==> src/rtl/xls_add_tree_pipe.sv <==
// Pipelined multi-operand signed adder tree with valid/ready flow control.
// Each tree level is a register stage; wrap or saturate is applied ahead of the last register.
module xls_add_tree_pipe #(
    parameter int WIDTH  = 32,
    parameter int NUM_IN = 3,
    parameter bit SAT    = 1'b0
) (
    input  logic                    clk,
    input  logic                    rst,
    input  logic                    in_valid,
    output logic                    in_ready,
    input  logic [NUM_IN*WIDTH-1:0] in_data,
    output logic                    out_valid,
    input  logic                    out_ready,
    output logic [WIDTH-1:0]        out_data,
    output logic                    out_ovf
);

    localparam int LEVELS = $clog2(NUM_IN);
    localparam int S      = LEVELS + 1;
    localparam int FW     = WIDTH + LEVELS;

    // Number of live lanes held by tree stage k.
    function automatic int lanes_at(input int k);
        return (NUM_IN + (1 << k) - 1) >> k;
    endfunction

    // True when the full-precision sum is representable in WIDTH signed bits.
    function automatic logic fits_width(input logic signed [FW-1:0] v);
        return v[FW-1:WIDTH-1] == {(LEVELS+1){v[WIDTH-1]}};
    endfunction

    function automatic logic [WIDTH-1:0] sat_clamp(input logic signed [FW-1:0] v);
        if (fits_width(v)) begin
            return v[WIDTH-1:0];
        end else if (v[FW-1]) begin
            return {1'b1, {(WIDTH-1){1'b0}}};
        end else begin
            return {1'b0, {(WIDTH-1){1'b1}}};
        end
    endfunction

    logic [S-1:0]         r_vld;
    logic [S-1:0]         w_en;
    logic signed [FW-1:0] r_lane [LEVELS][NUM_IN];
    logic signed [FW-1:0] w_nxt  [LEVELS][NUM_IN];
    logic signed [FW-1:0] w_full;
    logic [WIDTH-1:0]     w_res;
    logic                 w_ovf;
    logic [WIDTH-1:0]     r_out_data;
    logic                 r_out_ovf;

    // A stage may load when it is empty or everything downstream of it can move.
    always_comb begin
        w_en = '0;
        for (int k = 0; k < S; k++) begin
            w_en[k] = out_ready;
            for (int j = k; j < S; j++) begin
                if (!r_vld[j]) begin
                    w_en[k] = 1'b1;
                end
            end
        end
    end

    // Stage 0 input: sign-extend every lane to full tree precision.
    for (genvar j = 0; j < NUM_IN; j++) begin : g_in
        assign w_nxt[0][j] = {{LEVELS{in_data[j*WIDTH+WIDTH-1]}}, in_data[j*WIDTH +: WIDTH]};
    end

    // Stages 1..LEVELS-1: pairwise sums, odd trailing lane forwarded unchanged.
    for (genvar k = 1; k < LEVELS; k++) begin : g_lvl
        localparam int NP = lanes_at(k - 1);
        for (genvar j = 0; j < NUM_IN; j++) begin : g_lane
            if (2*j + 1 < NP) begin : g_add
                assign w_nxt[k][j] = r_lane[k-1][2*j] + r_lane[k-1][2*j+1];
            end else if (2*j + 1 == NP) begin : g_pass
                assign w_nxt[k][j] = r_lane[k-1][2*j];
            end else begin : g_zero
                assign w_nxt[k][j] = '0;
            end
        end
    end

    // Final stage input: last pair sum, then wrap or clamp to WIDTH bits.
    assign w_full = r_lane[LEVELS-1][0] + r_lane[LEVELS-1][1];
    assign w_ovf  = !fits_width(w_full);
    assign w_res  = SAT ? sat_clamp(w_full) : w_full[WIDTH-1:0];

    always_ff @(posedge clk or posedge rst) begin
        if (rst) begin
            r_vld      <= '0;
            r_out_data <= '0;
            r_out_ovf  <= 1'b0;
            for (int k = 0; k < LEVELS; k++) begin
                for (int j = 0; j < NUM_IN; j++) begin
                    r_lane[k][j] <= '0;
                end
            end
        end else begin
            if (w_en[0]) begin
                r_vld[0] <= in_valid;
            end
            for (int k = 1; k < S; k++) begin
                if (w_en[k]) begin
                    r_vld[k] <= r_vld[k-1];
                end
            end
            for (int k = 0; k < LEVELS; k++) begin
                if (w_en[k]) begin
                    for (int j = 0; j < NUM_IN; j++) begin
                        r_lane[k][j] <= w_nxt[k][j];
                    end
                end
            end
            if (w_en[S-1]) begin
                r_out_data <= w_res;
                r_out_ovf  <= w_ovf;
            end
        end
    end

    assign in_ready  = w_en[0];
    assign out_valid = r_vld[S-1];
    assign out_data  = r_out_data;
    assign out_ovf   = r_out_ovf;

endmodule

==> config.mk <==
export PLATFORM = sky130hd
export DESIGN_NAME = xls_add_tree_pipe
export DESIGN_NICKNAME = d
export VERILOG_FILES = /design/src/rtl/xls_add_tree_pipe.sv
export SDC_FILE = /design/constraint.sdc
export NUM_CORES = 1
export LEC_CHECK = 0
export BUFFER_PORTS_ARGS = -buffer_cell sky130_fd_sc_hd__buf_2
export CAP_MARGIN = 20
export CORE_MARGIN = 4
export CORE_UTILIZATION = 59
export DETAILED_ROUTE_END_ITERATION = 16
export GPL_TIMING_DRIVEN = 0
export PLACE_DENSITY_LB_ADDON = 0.08
export SLEW_MARGIN = 5
export SYNTH_ARGS = -nofsm -noshare
export SYNTH_HDL_FRONTEND = slang
export SYNTH_SLANG_ARGS = --single-unit
==> constraint.sdc <==
create_clock -name clk -period 8.1 [get_ports clk]
set_clock_uncertainty 0.15 [all_clocks]
set_input_delay 0.81 -clock clk [delete_from_list [all_inputs] [get_ports clk]]
set_output_delay 0.81 -clock clk [all_outputs]
set_load 0.02 [all_outputs]
==> impl_metrics.ini <==
[timing]
period_minus_slack_ns = 3.569
setup_viol = 0
clock.fmax_ghz = 0.2802
relSlewSlack = 0.4423
hold_viol = 0
finalSetupTns_ns = 0
period_share = 0.4406
worstMarginPinSlew_ns = 0.8366
rsz0062_at_grt = false
fin_hold_ws_ns = 0.3094
finalWorstSetupSlack_ns = 4.531
slew_viol_final = 0

[synthesis]
synth.net_count = 1200
synth-seq-area-share = 0.4696
ys_seq_elements = 197
synth.distinct_cells = 57
synth_top_area_share = 0.4696
yosys_warnings = 0
netlist.top_cell.by_area = dfrtp_1
avgSynthCellArea_sq_um = 10.16
synthCells = 1033
synth_area_sq_um = 10500
synth_area_leaders = dfrtp_1 47%, mux2_2 10%, ha_1 7.7%

[power]
p_total_mw = 3.801
power.leakage_nw = 5.662
powerDensity_nw_per_um2 = 315.0
vdd_drop_max_mv = 0.1959

[floorplan]
row_count = 48
die_x_um = 141.4
pin_count = 135
start_util = 0.6049
core_sq_um = 17360
fp.dieArea_sq_um = 19990
die_h_um = 141.4

[hold_path]
holdCritPathClass = flop to flop
hold_start = r_vld[0]$_DFFE_PP0P_

[setup_path]
r2r_slack_ns = 4.91
cp.arrival_ns = 2.61
critPathLaunchType = input port
regToRegStartpoint = r_lane[136]$_DFFE_PP0P_
cp.required_ns = 7.14
cpMostUsedCell = buf_2
crit_start = out_ready
cp_slowest_cell = clkbuf_1
crit_path_max_fanout = 10
max_stage_delay_ns = 0.32
crit_chain = buf_2 -> nor2b_1 -> and2_1 -> clkbuf_1 -> nand2_1 -> buf_2 -> buf_2 -> buf_2
crit_type = input port to output port
end_kind = output port

[clocking]
cts.sinks = 197
htreeDepth = 4
clk_pin_slew_ns = 0.06
numCtsBuffers = 17
cts_hold_buf = 0
cts_buffer_depth = 2
cts_resized = 0
clockRootBuffer = clkbuf_16
clkLatencyLatePin_ns = 0.43
cts_tree = built
cts_setup_buffers = 0

[global_routing]
grt_pass1_wl_mm = 37.94
grt_remaining_overflow = 0
grt_use_met3 = 0.03573
use_met2 = 0.3642
grt_usage = 0.2349
grt_pass1_vias = 7597
use_met1 = 0.3484
busiest_layer = met2
grt_max_degree = 122
grt_antenna_before_repair = 0

[routing]
drc = 0
route.detailed.wl_per_inst_um = 16.06
first_pass_iters = 4
ant_nets = 0
vias = 7838
routed_wl_mm = 22.89
first_iter_violations = 433
vias_per_cell = 5.500

[placement]
placed_cell_area_sq_um = 11490
hpwl_mm = 17.50
pre_cts_slack_ns = 4.535
gp_congestion = 0.8943
port_buffers = 134

[status]
status = finished, final reports clean

[final_layout]
nFillCells = 1373
mostFrequentLayoutCells = 197 x dfrtp_1, 169 x nand2_1, 141 x buf_2
drive_gt1_frac = 0.2408
diodes = 0
layout_commonest_cell = dfrtp_1
design_area_sq_um = 12070
fin_nets = 1354
syn2layout_area_growth_pct = 14.93

[flow_run]
cap_violations = 0
==> critical path: cells and delay by family <==
kind | cells | cell delay (ns)
simple gates | 3 | 0.64
buf+inv | 5 | 1.15
==> power by group <==
part | leakage, nW | switching, mW | internal [mW]
Sequential | 2.30 | 0.144 | 1.21
Combinational | 3.08 | 0.951 | 0.663
Clock | 0.280 | 0.356 | 0.479
==> state kept, by name, indices dropped and copies added (netlist names) <==
signal	flops
out_data	32
r_lane	161
r_vld	3
out_ovf	1
==> kinds of logic (layout without fill, tap and decap cells) <==
kind of cell,Yosys count,in the layout,synth area share
and+or+nand+nor,306,306,0.1253
xor gates and xnor gates,56,56,0.04672
muxes,98,98,0.1049
buffers and inverters,60,227,0.02229
AOI/OAI and AO/OA,249,249,0.1500
DFF,197,197,0.4696
adders and majority gates,67,67,0.08128
==> stage by stage <==
stage,util,instances
finish,0.6952,1425
global route,0.6952,1425
CTS,0.6952,1425
detailed placement,0.6618,1393
global placement,0.6597,1392
floorplan,-,1033
==> cell usage after synthesis (all sizes together) <==
cell type  count
a2111oi        1
a211o          1
a211oi         6
a21bo          1
a21boi         1
a21o          29
a21oi        102
a221o          2
a221oi         1
a2bb2oi        1
a311oi         1
a31o           2
a31oi          9
and2           3
and3           7
and4           1
buf           17
clkbuf        26
dfrtp        197
fa             2
ha            65
inv           17
mux2          96
mux2i          2
nand2        169
nand2b         8
nand3         13
nand4         10
nor2          66
nor2b          6
nor3          10
nor3b          6
nor4           3
o2111ai        1
o211ai         9
o21a           8
o21ai         52
o21ba          1
o21bai        13
o22ai          2
o31ai          6
or2            4
xnor2         32
xor2          24
==> path summary, 6_finish.rpt <==
path	endpoint	cells after the start
max in group asynchronous	out_data[21]$_DFFE_PP0P_	3
hold / removal	r_vld[1]$_DFFE_PP0P_	1
setup / recovery	in_ready	8
setup reg to reg	r_lane[98]$_DFFE_PP0P_	11
hold reg to reg	r_vld[1]$_DFFE_PP0P_	1
min in group asynchronous	r_lane[140]$_DFFE_PP0P_	2
==> per-layer routing <==
layer / up-vias / part of all wire
met2: 176 / 0.45
met1: 3698 / 0.49
met3: 27 / 0.047
li1: 3937 / -
met5: - / 0
met4: 0 / 0.012
==> final cells by class <==
cell class                      instances  area [sq um]  area share
Clock buffer                           24         481.7     0.03992
Multi-Input combinational cell        776          5335      0.4421
Tap cell                              225         281.5     0.02333
Inverter                               17         71.32    0.005910
Sequential cell                       197          4930      0.4085
Buffer                                 43         170.2     0.01410
Timing Repair Buffer                  135         698.2     0.05786
Clock inverter                          8         98.84    0.008192
(Power assumes the default switching activity.)
